<file path="src/rtl/vga_timing_pkg.sv">
// Shared VGA 640x480@60 timing defaults and derived totals.
package vga_timing_pkg;

  localparam int unsigned CntW = 10;

  localparam int unsigned HDisplayDef = 640;
  localparam int unsigned HFrontDef   = 16;
  localparam int unsigned HSyncDef    = 96;
  localparam int unsigned HBackDef    = 48;

  localparam int unsigned VDisplayDef = 480;
  localparam int unsigned VFrontDef   = 10;
  localparam int unsigned VSyncDef    = 2;
  localparam int unsigned VBackDef    = 33;

  localparam int unsigned HTotalDef = HDisplayDef + HFrontDef + HSyncDef + HBackDef;
  localparam int unsigned VTotalDef = VDisplayDef + VFrontDef + VSyncDef + VBackDef;

endpackage

</file>
<file path="src/rtl/vga_axis_counter.sv">
// One timing axis: counts 0..Total-1 while en is high, wrap flags the last position.
module vga_axis_counter
  import vga_timing_pkg::*;
#(
  parameter int unsigned Total = HTotalDef
) (
  input  logic            clk,
  input  logic            reset,
  input  logic            en,
  output logic [CntW-1:0] count,
  output logic            wrap
);

  localparam logic [CntW-1:0] Last = CntW'(Total - 1);

  logic [CntW-1:0] count_q;

  // Reset parks at the last position so the first enabled edge lands on 0.
  always_ff @(posedge clk) begin
    if (reset) begin
      count_q <= Last;
    end else if (en) begin
      count_q <= wrap ? '0 : count_q + 1'b1;
    end
  end

  assign wrap  = en && (count_q == Last);
  assign count = count_q;

endmodule

</file>
<file path="src/rtl/vga_timing.sv">
// VGA raster timing generator. Optional frame counter enabled by VGA_TIMING_FRAME_CNT_EN.
module vga_timing
  import vga_timing_pkg::*;
#(
  parameter int unsigned H_DISPLAY = HDisplayDef,
  parameter int unsigned H_FRONT   = HFrontDef,
  parameter int unsigned H_SYNC    = HSyncDef,
  parameter int unsigned H_BACK    = HBackDef,
  parameter int unsigned V_DISPLAY = VDisplayDef,
  parameter int unsigned V_FRONT   = VFrontDef,
  parameter int unsigned V_SYNC    = VSyncDef,
  parameter int unsigned V_BACK    = VBackDef,
  parameter bit          SYNC_NEG  = 1'b1
) (
  input  logic            clk,
  input  logic            reset,
  input  logic            ce,
  output logic [CntW-1:0] hpos,
  output logic [CntW-1:0] vpos,
  output logic            hsync,
  output logic            vsync,
  output logic            display_on,
  output logic            line_start,
  output logic            frame_start,
  output logic [7:0]      frame_count
);

  localparam int unsigned HTotal = H_DISPLAY + H_FRONT + H_SYNC + H_BACK;
  localparam int unsigned VTotal = V_DISPLAY + V_FRONT + V_SYNC + V_BACK;

  if (HTotal > 1024) begin : g_h_total_err
    $error("vga_timing: H_TOTAL exceeds 1024");
  end
  if (VTotal > 1024) begin : g_v_total_err
    $error("vga_timing: V_TOTAL exceeds 1024");
  end

  localparam logic [CntW-1:0] HDisp      = CntW'(H_DISPLAY);
  localparam logic [CntW-1:0] VDisp      = CntW'(V_DISPLAY);
  localparam logic [CntW-1:0] HSyncStart = CntW'(H_DISPLAY + H_FRONT);
  localparam logic [CntW-1:0] HSyncEnd   = CntW'(H_DISPLAY + H_FRONT + H_SYNC - 1);
  localparam logic [CntW-1:0] VSyncStart = CntW'(V_DISPLAY + V_FRONT);
  localparam logic [CntW-1:0] VSyncEnd   = CntW'(V_DISPLAY + V_FRONT + V_SYNC - 1);

  logic h_wrap;
  logic v_wrap;
  logic hsync_act;
  logic vsync_act;

  vga_axis_counter #(
    .Total(HTotal)
  ) u_h_cnt (
    .clk  (clk),
    .reset(reset),
    .en   (ce),
    .count(hpos),
    .wrap (h_wrap)
  );

  // h_wrap already includes ce, so the vertical axis steps once per line.
  vga_axis_counter #(
    .Total(VTotal)
  ) u_v_cnt (
    .clk  (clk),
    .reset(reset),
    .en   (h_wrap),
    .count(vpos),
    .wrap (v_wrap)
  );

  assign hsync_act   = (hpos >= HSyncStart) && (hpos <= HSyncEnd);
  assign vsync_act   = (vpos >= VSyncStart) && (vpos <= VSyncEnd);
  assign hsync       = hsync_act ^ SYNC_NEG;
  assign vsync       = vsync_act ^ SYNC_NEG;
  assign display_on  = (hpos < HDisp) && (vpos < VDisp);
  assign line_start  = (hpos == '0);
  assign frame_start = (hpos == '0) && (vpos == '0);

`ifdef VGA_TIMING_FRAME_CNT_EN
  logic [7:0] frame_q;

  // Starts at 8'hFF so the first frame after reset reads 0.
  always_ff @(posedge clk) begin
    if (reset) begin
      frame_q <= 8'hFF;
    end else if (h_wrap && v_wrap) begin
      frame_q <= frame_q + 8'd1;
    end
  end

  assign frame_count = frame_q;
`else
  assign frame_count = 8'd0;
`endif

endmodule

</file>
<file path="config.mk">
export PLATFORM = sky130hd
export DESIGN_NAME = vga_timing
export DESIGN_NICKNAME = d
export VERILOG_FILES = /design/src/rtl/vga_timing_pkg.sv /design/src/rtl/vga_axis_counter.sv /design/src/rtl/vga_timing.sv
export SDC_FILE = /design/constraint.sdc
export NUM_CORES = 1
export LEC_CHECK = 0
export BUFFER_PORTS_ARGS = -buffer_cell sky130_fd_sc_hd__clkbuf_2
export CAP_MARGIN = 10
export CORE_ASPECT_RATIO = 0.8
export CORE_MARGIN = 2
export CORE_UTILIZATION = 25
export DETAILED_ROUTE_END_ITERATION = 6
export GPL_TIMING_DRIVEN = 0
export SLEW_MARGIN = 20
export SYNTH_ARGS = -nofsm -noshare
export SYNTH_HDL_FRONTEND = slang
export SYNTH_HIERARCHICAL = 1
export SYNTH_SLANG_ARGS = --single-unit
</file>
<file path="constraint.sdc">
create_clock -name clk -period 2.8 [get_ports clk]
set_input_delay 0 -clock clk [delete_from_list [all_inputs] [get_ports clk]]
set_output_delay 0 -clock clk [all_outputs]
set_load 0.03 [all_outputs]
</file>
==> flow_summary.toml, run 1 <==
[route]
met3_length_um = 125
avgRoutedWirePerCell_um = 12.0
first_pass_iters = 4
ant_nets = 0
wl_met2_um = 1330
vias_per_cell = 5.01
m1WireLength_um = 1370
vias = 1188
top_layer = "met4"
totalWireLength_um = 2850
drtIter0Drc = 122
drcViolationCount = 0

[placement]
finalWeightedCongestion = 0.792
io_buffer_count = 27
dp_hpwl_um = 2150
place_area_um2 = 1450

[sta]
fin_crit_ps = 2280
rsz0062_at_grt = "no"
hold_viol = 0
fin_tns_setup_ps = 0
skew_ps = 2.28
period_share = 0.815
setup-violations-final = 0
fmax_mhz = 438
drv_slew = 0

[clock_tree]
cts_sinks = 20
ctsHoldBuffers = 0
cts.clk_slew.worst_paths_ps = 70
clk_path_buf_depth = 2
post_cts_resized = 0
cts_tree = "built"
h-tree-depth = 1
cts_made_buffers = 3
root_buffer = "clkbuf_8"
postCtsSetupBuffers = 0
clock_latency_ps = 250

[setup_path]
critPathTopFamily = "simple AND/OR/NAND/NOR gates"
crit_buf_inv = 1
end_kind = "flip-flop"
crit_type = "flip-flop to flip-flop"
worstPathArrival_ps = 2460
cp-start-kind = "flip-flop"
crit_required_ps = 2980
crit_slowest_cell = "dfxtp_1"
path_cells = "ha_1, nand2_1, nor3_2, buf_2, nand4_2, o41a_1, a22oi_1"
critPathMaxStageDelay_ps = 450
critPathMaxFanout = 9

[cells_and_area]
nets = 185
diodes = 0
design_area_um2 = 1490
drive_gt1_frac = 0.271
area_delta_synth_final_pct = 22.9

[global_route]
grt_max_degree = 11
antenna_found_initial = 0
grt_pass1_vias = 1005
overflow = 0
grt_pass1_wl_um = 4820
track_usage = 0.114

[logic_synthesis]
yosysUniqueCellTypes = 37
synth_flop_cell = "dfxtp_1"
synth_area_um2 = 1210
async_reset_ff_frac = 0
netlist.area_leader.share = 0.330
synthCells = 140
syn_avg_cell_area_um2 = 8.67
synth-seq-area-share = 0.330
synth_most_common_cell = "dfxtp_1"
synth_top_cells_by_area = "dfxtp_1, buf_4, a21oi_1"
ys_seq_elements = 20
synth_edf_count = 0
synth_top_area_cell = "dfxtp_1"
ys_warn_count = 6
ys_top_cells_by_count = "dfxtp_1, a21oi_1, inv_1"

[power]
power_switching_uw = 346
clkPwrFrac = 0.220
pwr-share-seq = 0.441
p_int_uw = 514
netSwitchingFraction = 0.402
power_leakage_uw = 0.000613
combPwrFrac = 0.339
power_density_nw_per_um2 = 577
ir_worst_vdd_uv = 184

[floorplanning]
dieWidth_um = 81.9
io_pins = 36
rows = 22
dieArea_um2 = 5430
dieHeight_um = 66.3
initial_core_util = 0.262
core-area_um2 = 4620

[worst_hold_path]
worstHoldPathType = "primary input to flip-flop"

[run_status]
outcome = "complete, no violations"

[job]
max_cap_viol_count = 0
worst register-to-register path: stages, from the launching register on:
cell and delay (ps):
dfxtp_1 450, ha_1 260, nand2_1 140, nor3_2 310
buf_2 250, nand4_2 200, o41a_1 450, a22oi_1 150
power groups by stage:
stage,sequential [uW],clock (uW),combinational (uW)
4_1_cts,379,200,293
2_1_floorplan,429,0,174
5_1_grt,389,212,320
3_3_place_gp,386,0,292
6_report,379,189,292
3_5_place_dp,386,0,292
path summary, 6_finish.rpt:
check                                 startpoint               end  slack [ps]  cells after the start
worst max-delay path            u_h_cnt/count[0]  u_v_cnt/count[9]         520                      7
worst max register to register  u_h_cnt/count[0]  u_v_cnt/count[9]         520                      7
worst min-delay path                       reset  u_v_cnt/count[1]          20                      2
worst min register to register  u_v_cnt/count[9]  u_v_cnt/count[9]         550                      2
routing by layer:
metal / vias to the layer above / global-route usage
li1: 594 / -
met1: 568 / 0.167
met2: 24 / 0.166
met3: 2 / 0.0137
met4: 0 / 0.0500
met5: - / 0
flip-flops by register name, summed over array words and instances, names as in the netlist:
register,flops
u_h_cnt/count,10
u_v_cnt/count,10
area by class of cell:
type                       instances  area, um^2
fill                             508        3130
multi-input combinational        107         733
sequential                        20         400
timing repair buffer              27         135
tap                               60        75.1
buffer                             9        65.1
clock buffer                       3        41.3
inverter                          11        41.3
layout by cell type (no fill, tap or decap), drive strengths merged, types with 3 or more instances in the layout:
master	instances
a21oi	11
buf	9
clkbuf	30
conb	8
dfxtp	20
ha	3
inv	11
nand2	8
nand2b	5
nand3	4
nand4	7
nor3	7
nor4	5
o21ai	11
o31ai	4
or3	6
xor2	6
stage by stage:
step / power (uW) / setup WS [ps] / util / cells / hold slack [ps]
final: 860 / 518 / 0.323 / 237 / 16.8
after global routing: 921 / 267 / 0.323 / 237 / 25.9
after CTS: 873 / 528 / 0.323 / 237 / 8.08
after detailed placement: 678 / 533 / 0.314 / 234 / 288
after global placement: 678 / 531 / 0.314 / 234 / 280
after floorplan: 603 / 605 / - / 147 / 69.1
logic make-up after synthesis:
family          share of synthesized area
other cells                       0.00309
compound gates                      0.199
xor+xnor                           0.0433
flops                               0.330
simple gates                        0.306
fa+ha+maj                          0.0309
buf+inv                            0.0876
Note: power is estimated with default switching activity, not from simulation.
==> run 2, diff against run 1 <==
--- a/config.mk
+++ b/config.mk
@@ -5,6 +5,7 @@
 export SDC_FILE = /design/constraint.sdc
 export NUM_CORES = 1
 export LEC_CHECK = 0
+export ABC_AREA = 1
 export BUFFER_PORTS_ARGS = -buffer_cell sky130_fd_sc_hd__clkbuf_2
 export CAP_MARGIN = 10
 export CORE_ASPECT_RATIO = 0.8
==> constraint.sdc (replaced) <==
create_clock -name clk -period 1.9 [get_ports clk]
set_input_delay 0 -clock clk [delete_from_list [all_inputs] [get_ports clk]]
set_output_delay 0 -clock clk [all_outputs]
set_load 0.03 [all_outputs]
==> flow_summary.toml, run 2 <==
[clock_tree]
root_buffer = "clkbuf_8"
cts_made_buffers = 3
cts_sinks = 20
ctsHoldBuffers = 0
clock_latency_ps = 260
h-tree-depth = 1
cts.clk_slew.worst_paths_ps = 80
clk_path_buf_depth = 2
cts_tree = "built"

[route]
drcViolationCount = 0
vias_per_cell = 4.38
first_pass_iters = 4
avgRoutedWirePerCell_um = 10.7
vias = 1363
ant_nets = 0
drtIter0Drc = 87
totalWireLength_um = 3320

[sta]
setup-violations-final = 0
fmax_mhz = 572
period_share = 0.920
fin_tns_setup_ps = 0
drv_slew = 0
rsz0062_at_grt = "no"
fin_ws_ps = 152
skew_ps = 2.80
fin_crit_ps = 1750
hold_viol = 0

[logic_synthesis]
ys_warn_count = 6
synth_flop_cell = "dfxtp_1"
synth_area_um2 = 1310
synth_top_area_cell = "dfxtp_1"
synth_most_common_cell = "nand2_1"
synth_edf_count = 0
syn_avg_cell_area_um2 = 6.37
synth-seq-area-share = 0.307
synthCells = 205
ys_top_cells_by_count = "nand2_1, inv_1, nor2_1, dfxtp_1, nand3_1"
netlist.area_leader.share = 0.307
async_reset_ff_frac = 0
synth_top_cells_by_area = "dfxtp_1, nand2_1, inv_1"
yosysUniqueCellTypes = 25
ys_seq_elements = 20

[power]
ir_worst_vdd_uv = 238
power_density_nw_per_um2 = 775
power_leakage_uw = 0.000877
total_power_uw = 1340

[cells_and_area]
drive_gt1_frac = 0.301
mostFrequentLayoutCells = "nand2_1, inv_1, nor2_1, clkbuf_2, nand3_1"
nets = 256
fillers = 549
diodes = 0
area_delta_synth_final_pct = 32.2
final_common_cell = "nand2_1"
stdcell_count = 311
finalCoreUtilization = 0.343

[setup_path]
crit_type = "flip-flop to flip-flop"
critPathMaxFanout = 4
worstPathArrival_ps = 1900
crit_required_ps = 2050
cp-start-kind = "flip-flop"
end_kind = "flip-flop"

[floorplanning]
dieWidth_um = 84.8
rows = 23
dieArea_um2 = 5820
initial_core_util = 0.259
dieHeight_um = 68.7
io_pins = 36
core-area_um2 = 5040

[placement]
place_inst = 301
dp_slack_ps = -107
dp_hpwl_um = 2500
io_buffer_count = 27
finalWeightedCongestion = 0.833

[global_route]
grt_pass1_wl_um = 5400
grt_pass1_vias = 1171
antenna_found_initial = 0
grt_max_degree = 12
overflow = 0
track_usage = 0.119

[run_status]
outcome = "complete, no violations"

[job]
max_cap_viol_count = 0

[worst_hold_path]
worstHoldPathType = "primary input to flip-flop"
run 2: cell types whose count changed in the layout (fill, tap and decap cells not counted), moves of 7 or more:
cell / change
dfxtp_1: -7
nand2_1: +35
nand3_1: +12
inv_1: +21
nor2_1: +26
run 2: critical path: stages, from the launching register on:
cell and delay (ps):
dfxtp_4 370, ha_4 150, nor3b_4 180, nand3_2 120
nor2_4 140, nand2_1 100, nor2_4 170, nand3_2 120
nor2_2 100, nand2_1 50, nand3_1 80, nand2_1 60
run 2: stage by stage:
step / area (um^2) / hold slack, ps
floorplan: 1340 / 71.5
global placement: 1560 / 314
detailed placement: 1560 / 313
CTS: 1640 / 24.5
global route: 1730 / 42.0
finish: 1730 / 22.6
run 2: final cells by class:
class | count | area (um^2) | area share
plain buffers | 9 | 65.1 | 0.0377
clock buffers | 4 | 55.1 | 0.0319
inverters | 32 | 120 | 0.0696
multi-input cells | 151 | 815 | 0.472
flip-flops and latches | 20 | 414 | 0.240
well taps | 62 | 77.6 | 0.0449
repair buffers | 33 | 180 | 0.104
run 2: repair_timing:
action / 4_1_cts / 5_1_grt
setup endpoints to repair: 6 / 10
buffers inserted: 2 / 4
pin swaps: 2 / 5
resized for setup: 5 / 16
run 2: path summary, 6_finish.rpt:
path                           end  slack [ps]  depth (start not counted)             start
setup / recovery  u_v_cnt/count[9]         150                         11  u_h_cnt/count[0]
hold / removal    u_h_cnt/count[7]          20                          2             reset
setup reg to reg  u_v_cnt/count[9]         150                         11  u_h_cnt/count[0]
hold reg to reg   u_v_cnt/count[4]         560                          2  u_v_cnt/count[4]
run 2: cell families (layout without fill, tap and decap cells):
kind of cell	count (synthesis)	after routing	share of synthesized area
simple gates	120	120	0.424
flops	20	20	0.307
compound gates	15	15	0.0623
fa+ha+maj	3	3	0.0287
xor+xnor	5	5	0.0335
other cells	1	8	0.00287
buf+inv	41	78	0.142
run 2: power breakdown:
group / internal [uW] / switching [uW]
registers: 465 / 65.1
clock network: 185 / 154
logic: 166 / 304
total: 816 / 523
run 2: layer usage:
metal | global-route usage | part of all wire
met5 | 0 | 0
met4 | 0.0377 | 0.0069
met3 | 0.0310 | 0.063
met2 | 0.189 | 0.43
met1 | 0.159 | 0.50
